**config.mk**
```make
export PLATFORM = sky130hd
export DESIGN_NAME = mc_control_fsm_flat
export DESIGN_NICKNAME = d
export VERILOG_FILES = /design/src/rtl/mc_control_fsm_pkg.sv /design/src/rtl/mc_control_fsm_if.sv /design/src/rtl/mc_control_fsm_imm_src_dec.sv /design/src/rtl/mc_control_fsm.sv /design/src/flat_wrapper.sv
export SDC_FILE = /design/constraint.sdc
export NUM_CORES = 1
export LEC_CHECK = 0
export CAP_MARGIN = 20
export CORE_ASPECT_RATIO = 0.9
export CORE_MARGIN = 2
export CORE_UTILIZATION = 43
export CTS_CLUSTER_SIZE = 10
export DETAILED_ROUTE_END_ITERATION = 12
export PLACE_DENSITY_LB_ADDON = 0.15
export SKIP_CTS_REPAIR_TIMING = 1
export SYNTH_ARGS = -nofsm -noshare
export SYNTH_HDL_FRONTEND = slang
export SYNTH_SLANG_ARGS = --single-unit
```
**constraint.sdc**
```tcl
create_clock -name clk -period 3 [get_ports clk]
set_input_delay 0.45 -clock clk [delete_from_list [all_inputs] [get_ports clk]]
set_output_delay 0.45 -clock clk [all_outputs]
set_load 0.01 [all_outputs]
```
**src/rtl/mc_control_fsm_pkg.sv**
```systemverilog
// Shared definitions for the multi-cycle RV32 controller: state type,
// immediate-format codes, opcodes, ALU-op and datapath mux encodings,
// plus the branch-condition helpers.
package mc_control_fsm_pkg;

   typedef enum logic [3:0] {
      S_FETCH, S_DECODE, S_MEMADR, S_MEMRD, S_MEMWB, S_MEMWR, S_EXER, S_EXEI,
      S_ALUWB, S_BRANCH, S_JAL, S_JALR, S_LUI, S_AUIPC, S_TRAP
   } state_t;

   // Legacy 2-bit immediate codes are the low bits of these.
   localparam logic [2:0] IMM_I = 3'b000;
   localparam logic [2:0] IMM_B = 3'b001;
   localparam logic [2:0] IMM_S = 3'b010;
   localparam logic [2:0] IMM_J = 3'b011;
   localparam logic [2:0] IMM_U = 3'b100;

   localparam logic [6:0] OP_LOAD   = 7'b0000011;
   localparam logic [6:0] OP_STORE  = 7'b0100011;
   localparam logic [6:0] OP_RTYPE  = 7'b0110011;
   localparam logic [6:0] OP_ITYPE  = 7'b0010011;
   localparam logic [6:0] OP_BRANCH = 7'b1100011;
   localparam logic [6:0] OP_JAL    = 7'b1101111;
   localparam logic [6:0] OP_JALR   = 7'b1100111;
   localparam logic [6:0] OP_LUI    = 7'b0110111;
   localparam logic [6:0] OP_AUIPC  = 7'b0010111;

   localparam logic [1:0] ALU_ADD   = 2'b00;
   localparam logic [1:0] ALU_SUB   = 2'b01;
   localparam logic [1:0] ALU_FUNCT = 2'b10;

   localparam logic [1:0] RES_ALUOUT = 2'b00;
   localparam logic [1:0] RES_DATA   = 2'b01;
   localparam logic [1:0] RES_ALURES = 2'b10;

   localparam logic [1:0] SRCA_PC    = 2'b00;
   localparam logic [1:0] SRCA_OLDPC = 2'b01;
   localparam logic [1:0] SRCA_RS1   = 2'b10;
   localparam logic [1:0] SRCA_ZERO  = 2'b11;

   localparam logic [1:0] SRCB_RS2  = 2'b00;
   localparam logic [1:0] SRCB_IMM  = 2'b01;
   localparam logic [1:0] SRCB_FOUR = 2'b10;

   function automatic logic branch_ok(input logic [2:0] f3);
      return (f3 == 3'b000) || (f3 == 3'b001) || (f3 == 3'b100) || (f3 == 3'b101);
   endfunction

   function automatic logic branch_taken(input logic [2:0] f3, input logic zero,
                                         input logic lt);
      case (f3)
         3'b000:  return zero;
         3'b001:  return !zero;
         3'b100:  return lt;
         3'b101:  return !lt;
         default: return 1'b0;
      endcase
   endfunction

endpackage

```
**src/rtl/mc_control_fsm_if.sv**
```systemverilog
// Controller <-> datapath bundle.
//   slave  : controller side (instruction fields, ALU flags, mem_ready in;
//            all select/enable strobes, illegal, state_o out)
//   master : datapath/memory side (mirror directions)
interface mc_control_fsm_if #(parameter int IMMSRC_W = 3);
   logic [6:0]          op;
   logic [2:0]          funct3;
   logic                funct7b5;
   logic                zero;
   logic                lt;
   logic                mem_ready;
   logic                mem_req;
   logic                pc_write;
   logic                adr_src;
   logic                mem_write;
   logic                ir_write;
   logic [1:0]          result_src;
   logic [1:0]          alu_src_a;
   logic [1:0]          alu_src_b;
   logic [1:0]          alu_op;
   logic [IMMSRC_W-1:0] imm_src;
   logic                reg_write;
   logic                illegal;
   logic [3:0]          state_o;

   modport slave (
      input  op, funct3, funct7b5, zero, lt, mem_ready,
      output mem_req, pc_write, adr_src, mem_write, ir_write, result_src,
             alu_src_a, alu_src_b, alu_op, imm_src, reg_write, illegal, state_o
   );

   modport master (
      output op, funct3, funct7b5, zero, lt, mem_ready,
      input  mem_req, pc_write, adr_src, mem_write, ir_write, result_src,
             alu_src_a, alu_src_b, alu_op, imm_src, reg_write, illegal, state_o
   );
endinterface

```
**src/rtl/mc_control_fsm_imm_src_dec.sv**
```systemverilog
// Combinational opcode -> immediate-format decoder (3-bit, adds U-type).
//   op      in  7  instruction opcode
//   imm_sel out 3  IMM_I/B/S/J/U
module imm_src_dec
   import mc_control_fsm_pkg::*;
(
   input  logic [6:0] op,
   output logic [2:0] imm_sel
);
   always_comb begin
      case (op)
         OP_STORE:         imm_sel = IMM_S;
         OP_BRANCH:        imm_sel = IMM_B;
         OP_JAL:           imm_sel = IMM_J;
         OP_LUI, OP_AUIPC: imm_sel = IMM_U;
         default:          imm_sel = IMM_I;
      endcase
   end
endmodule

```
**src/rtl/mc_control_fsm.sv**
```systemverilog
// Main controller for the multi-cycle RV32 datapath.
//   clk   in   rising-edge clock
//   reset in   asynchronous, active-high
//   bus   slave modport of mc_control_fsm_if: instruction fields, ALU flags
//         and mem_ready in; datapath selects/enables, sticky illegal and
//         state_o out. Outputs are decoded combinationally from the state.
module mc_control_fsm
   import mc_control_fsm_pkg::*;
#(
   parameter int IMMSRC_W = 3,
   parameter bit EN_UTYPE = 1'b1,
   parameter bit MEM_WAIT = 1'b1
) (
   input logic           clk,
   input logic           reset,
   mc_control_fsm_if.slave bus
);

   state_t     state, state_next;
   logic       ready;
   logic [2:0] imm_dec, imm_sel;
   logic       unused;

   // funct7b5 only matters to the ALU decoder downstream.
   assign unused = bus.funct7b5;

   assign ready = MEM_WAIT ? bus.mem_ready : 1'b1;

   imm_src_dec u_imm_dec (
      .op      (bus.op),
      .imm_sel (imm_dec)
   );

   always_ff @(posedge clk or posedge reset) begin
      if (reset) begin
         state       <= S_FETCH;
         bus.illegal <= 1'b0;
      end else begin
         state <= state_next;
         if (state == S_TRAP || (state == S_BRANCH && !branch_ok(bus.funct3)))
            bus.illegal <= 1'b1;
      end
   end

   always_comb begin
      state_next = state;
      case (state)
         S_FETCH:  if (ready) state_next = S_DECODE;
         S_DECODE: begin
            case (bus.op)
               OP_LOAD, OP_STORE: state_next = S_MEMADR;
               OP_RTYPE:          state_next = S_EXER;
               OP_ITYPE:          state_next = S_EXEI;
               OP_BRANCH:         state_next = S_BRANCH;
               OP_JAL:            state_next = S_JAL;
               OP_JALR:           state_next = S_JALR;
               OP_LUI:            state_next = EN_UTYPE ? S_LUI : S_TRAP;
               OP_AUIPC:          state_next = EN_UTYPE ? S_AUIPC : S_TRAP;
               default:           state_next = S_TRAP;
            endcase
         end
         S_MEMADR: state_next = (bus.op == OP_STORE) ? S_MEMWR : S_MEMRD;
         S_MEMRD:  if (ready) state_next = S_MEMWB;
         S_MEMWR:  if (ready) state_next = S_FETCH;
         S_MEMWB, S_ALUWB, S_BRANCH: state_next = S_FETCH;
         S_EXER, S_EXEI, S_JAL, S_JALR, S_LUI, S_AUIPC: state_next = S_ALUWB;
         default:  state_next = S_TRAP;
      endcase
   end

   always_comb begin
      bus.mem_req    = 1'b0;
      bus.pc_write   = 1'b0;
      bus.adr_src    = 1'b0;
      bus.mem_write  = 1'b0;
      bus.ir_write   = 1'b0;
      bus.result_src = RES_ALUOUT;
      bus.alu_src_a  = SRCA_PC;
      bus.alu_src_b  = SRCB_RS2;
      bus.alu_op     = ALU_ADD;
      bus.reg_write  = 1'b0;
      imm_sel        = IMM_I;
      case (state)
         S_FETCH: begin
            bus.mem_req    = 1'b1;
            bus.alu_src_b  = SRCB_FOUR;
            bus.result_src = RES_ALURES;
            bus.ir_write   = ready && !reset;
            bus.pc_write   = ready && !reset;
         end
         S_DECODE: begin
            // Branch target is precomputed here into ALUOut.
            bus.alu_src_a = SRCA_OLDPC;
            bus.alu_src_b = SRCB_IMM;
            imm_sel       = IMM_B;
         end
         S_MEMADR: begin
            bus.alu_src_a = SRCA_RS1;
            bus.alu_src_b = SRCB_IMM;
            imm_sel       = imm_dec;
         end
         S_MEMRD: begin
            bus.mem_req = 1'b1;
            bus.adr_src = 1'b1;
         end
         S_MEMWR: begin
            bus.mem_req   = 1'b1;
            bus.adr_src   = 1'b1;
            bus.mem_write = !reset;
         end
         S_MEMWB: begin
            bus.result_src = RES_DATA;
            bus.reg_write  = 1'b1;
         end
         S_EXER: begin
            bus.alu_src_a = SRCA_RS1;
            bus.alu_op    = ALU_FUNCT;
         end
         S_EXEI: begin
            bus.alu_src_a = SRCA_RS1;
            bus.alu_src_b = SRCB_IMM;
            bus.alu_op    = ALU_FUNCT;
            imm_sel       = imm_dec;
         end
         S_ALUWB: begin
            bus.reg_write = 1'b1;
            // After JALR, ALUOut holds the jump target, so the link value
            // OldPC+4 is recomputed and taken straight from the ALU.
            if (bus.op == OP_JALR) begin
               bus.alu_src_a  = SRCA_OLDPC;
               bus.alu_src_b  = SRCB_FOUR;
               bus.result_src = RES_ALURES;
            end
         end
         S_BRANCH: begin
            bus.alu_src_a = SRCA_RS1;
            bus.alu_op    = ALU_SUB;
            bus.pc_write  = branch_taken(bus.funct3, bus.zero, bus.lt);
         end
         S_JAL: begin
            bus.alu_src_a = SRCA_OLDPC;
            bus.alu_src_b = SRCB_FOUR;
            bus.pc_write  = 1'b1;
         end
         S_JALR: begin
            bus.alu_src_a  = SRCA_RS1;
            bus.alu_src_b  = SRCB_IMM;
            bus.result_src = RES_ALURES;
            bus.pc_write   = 1'b1;
            imm_sel        = imm_dec;
         end
         S_LUI: begin
            bus.alu_src_a = SRCA_ZERO;
            bus.alu_src_b = SRCB_IMM;
            imm_sel       = imm_dec;
         end
         S_AUIPC: begin
            bus.alu_src_a = SRCA_OLDPC;
            bus.alu_src_b = SRCB_IMM;
            imm_sel       = imm_dec;
         end
         default: ;
      endcase
   end

   assign bus.imm_src = imm_sel[IMMSRC_W-1:0];
   assign bus.state_o = state;

endmodule

```
**src/flat_wrapper.sv**
```systemverilog
// flat-port wrapper written by rule: the top's interface ports become plain ports
module mc_control_fsm_flat import mc_control_fsm_pkg::*;
#(
   parameter int IMMSRC_W = 3,
   parameter bit EN_UTYPE = 1'b1,
   parameter bit MEM_WAIT = 1'b1
)
  (clk, reset, bus_op, bus_funct3, bus_funct7b5, bus_zero, bus_lt, bus_mem_ready, bus_mem_req, bus_pc_write, bus_adr_src, bus_mem_write, bus_ir_write, bus_result_src, bus_alu_src_a, bus_alu_src_b, bus_alu_op, bus_imm_src, bus_reg_write, bus_illegal, bus_state_o);
  mc_control_fsm_if #(.IMMSRC_W(IMMSRC_W)) bus_i ();
  input logic clk;
  input logic reset;
  input wire logic [$bits(bus_i.op)-1:0] bus_op;
  input wire logic [$bits(bus_i.funct3)-1:0] bus_funct3;
  input wire logic [$bits(bus_i.funct7b5)-1:0] bus_funct7b5;
  input wire logic [$bits(bus_i.zero)-1:0] bus_zero;
  input wire logic [$bits(bus_i.lt)-1:0] bus_lt;
  input wire logic [$bits(bus_i.mem_ready)-1:0] bus_mem_ready;
  output wire logic [$bits(bus_i.mem_req)-1:0] bus_mem_req;
  output wire logic [$bits(bus_i.pc_write)-1:0] bus_pc_write;
  output wire logic [$bits(bus_i.adr_src)-1:0] bus_adr_src;
  output wire logic [$bits(bus_i.mem_write)-1:0] bus_mem_write;
  output wire logic [$bits(bus_i.ir_write)-1:0] bus_ir_write;
  output wire logic [$bits(bus_i.result_src)-1:0] bus_result_src;
  output wire logic [$bits(bus_i.alu_src_a)-1:0] bus_alu_src_a;
  output wire logic [$bits(bus_i.alu_src_b)-1:0] bus_alu_src_b;
  output wire logic [$bits(bus_i.alu_op)-1:0] bus_alu_op;
  output wire logic [$bits(bus_i.imm_src)-1:0] bus_imm_src;
  output wire logic [$bits(bus_i.reg_write)-1:0] bus_reg_write;
  output wire logic [$bits(bus_i.illegal)-1:0] bus_illegal;
  output wire logic [$bits(bus_i.state_o)-1:0] bus_state_o;
  assign bus_i.op = bus_op;
  assign bus_i.funct3 = bus_funct3;
  assign bus_i.funct7b5 = bus_funct7b5;
  assign bus_i.zero = bus_zero;
  assign bus_i.lt = bus_lt;
  assign bus_i.mem_ready = bus_mem_ready;
  assign bus_mem_req = bus_i.mem_req;
  assign bus_pc_write = bus_i.pc_write;
  assign bus_adr_src = bus_i.adr_src;
  assign bus_mem_write = bus_i.mem_write;
  assign bus_ir_write = bus_i.ir_write;
  assign bus_result_src = bus_i.result_src;
  assign bus_alu_src_a = bus_i.alu_src_a;
  assign bus_alu_src_b = bus_i.alu_src_b;
  assign bus_alu_op = bus_i.alu_op;
  assign bus_imm_src = bus_i.imm_src;
  assign bus_reg_write = bus_i.reg_write;
  assign bus_illegal = bus_i.illegal;
  assign bus_state_o = bus_i.state_o;
  mc_control_fsm #(.IMMSRC_W(IMMSRC_W), .EN_UTYPE(EN_UTYPE), .MEM_WAIT(MEM_WAIT)) u_core (.clk(clk), .reset(reset), .bus(bus_i));
endmodule
```
## Yosys cells after proc, flatten, opt, wreduce, memory -nomap -nowiden

Cells that the tools add are included.

- Add/sub/neg operators: 0
- Multiply operators: 0
- Divide/modulo/power cells: 0
- Magnitude comparators: 0
- Equal/unequal tests: 29
- Shift-type cells: 0
- Multiplexer cells: 21
- Bitwise logic cells: 0
- Reductions and logical operators: 28

Operator list:

| cell | number |
|---|---|
| 4-bit one-hot mux with 8 select lines | 1 |
| 4-bit equality test (second input constant) | 7 |
| 4-bit one-hot mux with 7 select lines | 1 |
| 7-bit by 6-bit equality test with 1-bit output (second input constant) | 3 |
| 7-bit equality test (second input constant) | 3 |
| 4-bit by 3-bit equality test with 1-bit output (second input constant) | 4 |
| 2-bit OR reduction | 8 |
| 7-bit by 5-bit equality test with 1-bit output (second input constant) | 2 |
| 4-bit 2-to-1 mux | 3 |
| 2-bit one-hot mux with 3 select lines | 2 |
| 3-bit one-hot mux with 4 select lines | 1 |
| 6-bit OR reduction | 2 |
| 5-bit OR reduction | 2 |
| 3-bit OR reduction | 3 |
| 4-bit by 2-bit equality test with 1-bit output (second input constant) | 2 |
| 2-bit one-hot mux with 4 select lines | 1 |
| 7-bit by 2-bit equality test with 1-bit output (second input constant) | 1 |
| 3-bit equality test (second input constant) | 2 |
| 1-bit 2-to-1 mux | 6 |
| 2-bit inequality test (second input constant) | 3 |
| 3-bit one-hot mux with 2 select lines | 1 |
| 4-bit by 1-bit equality test with 1-bit output (second input constant) | 1 |
| 1-bit logical NOT | 4 |
| 4-bit logical NOT | 1 |
| 10 further kinds | 14 |

- Flip-flop bits (word level): 5
- Bits in latches: 0
- RAM bits: 0
- Memory bits (read-only): 0
- Word-level logic and storage cells: 80
- Memories: 0

## Longest topological paths before layout

- Depth after elaboration: 7
- Gate-level depth with buffers: 6
- Depth with buffers taken out: 4

## By module

A second synthesis with hierarchy kept.

- Cell total of the unflattened synthesis: 116
- Area, all modules: 829.5 um^2

Modules (own cells, without submodules):

| module | instances | cells an instance | area each (um^2) | sequential area each (um^2) |
|---|---|---|---|---|
| mc_control_fsm | 1 | 108 | 772.0 | 125.1 |
| imm_src_dec | 1 | 8 | 57.6 | 0.0 |

## Worst setup path before layout

No wires, ideal clock.

- Path type: input to output
- From: input port bus_op[2]
- To: output port bus_alu_src_b[1]
- Arrival: 1.516 ns
- Data required time: 2.550 ns
- Path slack: 1.034 ns
- Cell stages on the path: 4
- Path buffers: 1
- Cells stage by stage: buf_4 -> and4b_1 -> nand2_1 -> a2111oi_0

- Cells in the longest elaborated chain, start to end: 3

RTL lines:

| element | RTL line | source |
|---|---|---|
| start: declaration | flat_wrapper.sv:12 | `input wire logic [$bits(bus_i.op)-1:0] bus_op;` |
| 7-bit equality test | mc_control_fsm.sv:129 | `if (bus.op == OP_JALR) begin` |
| 2-bit 2-to-1 mux | mc_control_fsm.sv:129 |  |
| 2-bit one-hot mux with 3 select lines | mc_control_fsm.sv:83 | `case (state)` |
| end: declaration | flat_wrapper.sv:25 | `output wire logic [$bits(bus_i.alu_src_b)-1:0] bus_alu_src_b;` |

Every way passes these cells.

## Worst setup path after layout

- From: input port bus_op[4]
- To: output port bus_result_src[1]

- Cells in the longest elaborated chain, start to end: 3

RTL lines:

| element | RTL line | source |
|---|---|---|
| 7-bit equality test | mc_control_fsm.sv:129 |  |
| 2-bit 2-to-1 mux | mc_control_fsm.sv:129 |  |
| 2-bit one-hot mux with 3 select lines | mc_control_fsm.sv:83 |  |
| end: declaration | flat_wrapper.sv:23 | `output wire logic [$bits(bus_i.result_src)-1:0] bus_result_src;` |

Every way passes these cells.

==> results.md <==
- Rows: 14
- Hold WS: 0.474 ns
- R2R Path End: u_core.bus.state_o[2]
- Root Buffer Master: clkbuf_4
- Post-Route WL: 2440 µm
- Crit start category: primary input
- Period utilization: 0.946
- HP Start: u_core.bus.illegal
- CP arrival: 2.39 ns
- YS warnings: 0
- Post-synth top area share: 0.160
- Dpl hpwl: 1950 µm
- Required @ worst endpoint: 2.55 ns
- Syn_nets: 127
- Avg Cell Area, Syn: 7.03 µm²
- DR top layer: met3
- Initial Util: 0.464
- MaxCap Viol Count: 0
- Leak pwr: 0.446 nW
- Largest cells by area after synthesis: dfrtp_1 (16%), nand2_1 (6.3%), nor2_1 (5.3%)
- RSZ-0062 raised after global routing: no
- Crit path time final: 2.84 ns
- Skew-Pair Late Insertion Delay: 0.25 ns
- Met3 WL post-DR: 160 µm
- Final ANT Viol Nets: 0
- Post-Syn Instances: 111
- Maximum clock frequency: 0.352 GHz
- M1 WL: 1010 µm
- TritonCTS clock tree: done
- Area grow syn2layout: 51.9%
- Fin Clk Skew: 0.00333 ns
- Post-synth cell types: 41
- Gr usage total: 0.241
- Worst slew margin: 0.724
- Critical path capture point type: output pin
- R2R cell count: 5
- Number of synthesized flops with an enable pin: 0
- Initial antenna violation count: 0
- GP Congestion: 0.795
- Nets: 165
- Core ar.: 1680 µm²
- Register area share after synthesis: 0.160
- # setup viols final: 0
- Final setup TNS: 0 ns
- Hold Crit Depth: 1
- WHS Endpoint: u_core.bus.illegal
- Die area: 2170 µm²
- Drt pass-1 iters: 4
- Clk sinks: 5
- Utilization after layout: 0.705
- CTS Buf Count: 3
- FF+latch count, synth: 5
- Inserted Diodes: 0
- Power density cells: 838 nW/µm²
- Max-slew violation total from the final report: 0
- Global-route wire length before repair: 4110 µm
- Synthesized area: 781 µm²
- Most frequent cells in the layout: clkdlybuf4s50_1 (36), nand2_1 (13), nor2_1 (11)
- Vias per cell: 5.77
- Crit-path max FO: 6
- Cell accounting for the most synthesized area: dfrtp_1
- Vias: 993
- Peak VDD IR: 0.000448 V
- Port Buf Inserts: 36
- HP Class: reg -> reg
- Die Wd: 48.9 µm
- Wire per inst: 14.2 µm
- R2R setup slack: 1.39 ns
- Ports: 38
- Largest net degree at the start of global routing: 25
- Clock-pin slew on the worst setup and hold paths: 0.04 ns
- Slew of the pin with the lowest slew margin: 0.410 ns
- DRC Markers: 0
- Final Hold Vio Count: 0
- Critical path type: in -> out
- Commonest non-fill, non-tap cell in the layout: clkdlybuf4s50_1
- Initial DRC count: 32
- Met2 routed WL: 1270 µm
- Status: completed
- Fraction of registers with async set or reset after synthesis: 1.00
- Worst r2r src: u_core.bus.state_o[2]
- Die Y: 44.4 µm
- Vias in the first global route: 927
- Clock tree buffer depth: 2
- H-Tree Depth: 1
- Overflow after GRT: 0
- Share of post-route cells with drive strength above 1: 0.0946
- Synth Flop Type: dfrtp_1
-- logic make-up (layout without fill, tap and decap cells) --
family,after synthesis,after routing,synth area share
AND/OR/NAND/NOR,55,55,0.375
AO/OA/AOI/OAI,31,31,0.288
multiplexers,3,3,0.0401
buffers and inverters,13,50,0.0913
XOR/XNOR,4,4,0.0449
flip-flops,5,5,0.160
-- where the power goes --
group / total [mW] / internal (mW) / switching, mW
registers: 0.140 / 0.0896 / 0.0508
clock network: 0.0813 / 0.0505 / 0.0308
logic: 0.772 / 0.394 / 0.378
total: 0.994 / 0.534 / 0.459
-- metal layers --
layer,up-vias,GRT usage
li1,484,-
met1,464,0.271
met2,45,0.460
met3,0,0.0507
met4,0,0.0800
met5,-,0
-- metrics by stage --
| stage | setup WS (ns) | power [mW] | instance area, µm² | cells |
|---|---|---|---|---|
| after global routing | 0.0689 | 1.07 | 1190 | 172 |
| after floorplan | 1.03 | 0.578 | 781 | 111 |
| after global placement | 0.216 | 0.890 | 1160 | 168 |
| after detailed placement | 0.166 | 0.909 | 1160 | 168 |
| after CTS | 0.164 | 0.993 | 1190 | 172 |
| final | 0.163 | 0.994 | 1190 | 172 |
-- critical path, stage by stage --
cell and delay [ns]:
clkdlybuf4s50_1 0.48, and4b_1 0.32, nand2_1 0.10, a2111oi_2 0.36, a31o_1 0.14, clkdlybuf4s50_1 0.53
-- registers in the layout, indices dropped and copies added (netlist names) --
signal / cells
u_core.bus.illegal: 1
u_core.bus.state_o: 4
-- layout make-up --
cell class	count	area (µm²)
clock buffers	4	26.3
well taps	24	30.0
flip-flops and latches	5	125
inverters	4	15.0
fillers	142	495
multi-input cells	93	584
repair buffers	42	405
-- synthesized netlist by cell type (all sizes together), types with 3 or more instances --
master   instances
nand2           13
nor2            11
buf              9
nor3             7
o21ai            7
dfrtp            5
a21oi            4
inv              4
nand2b           4
nor4             4
a2111oi          3
a21o             3
nand3            3
nand3b           3
nor2b            3
-- worst max path at each step --
stage / start / to / slack (ns) / cells after the start
3_5_place_dp: bus_op[2] / bus_result_src[1] / 0.17 / 6
3_3_place_gp: bus_op[2] / bus_result_src[1] / 0.22 / 6
6_report: bus_op[4] / bus_result_src[1] / 0.16 / 6
4_1_cts: bus_op[2] / bus_result_src[1] / 0.16 / 6
2_1_floorplan: bus_op[2] / bus_alu_src_b[1] / 1.03 / 4
5_1_grt: bus_op[4] / bus_imm_src[0] / 0.07 / 6
Note: power is estimated with default switching activity, not from simulation.
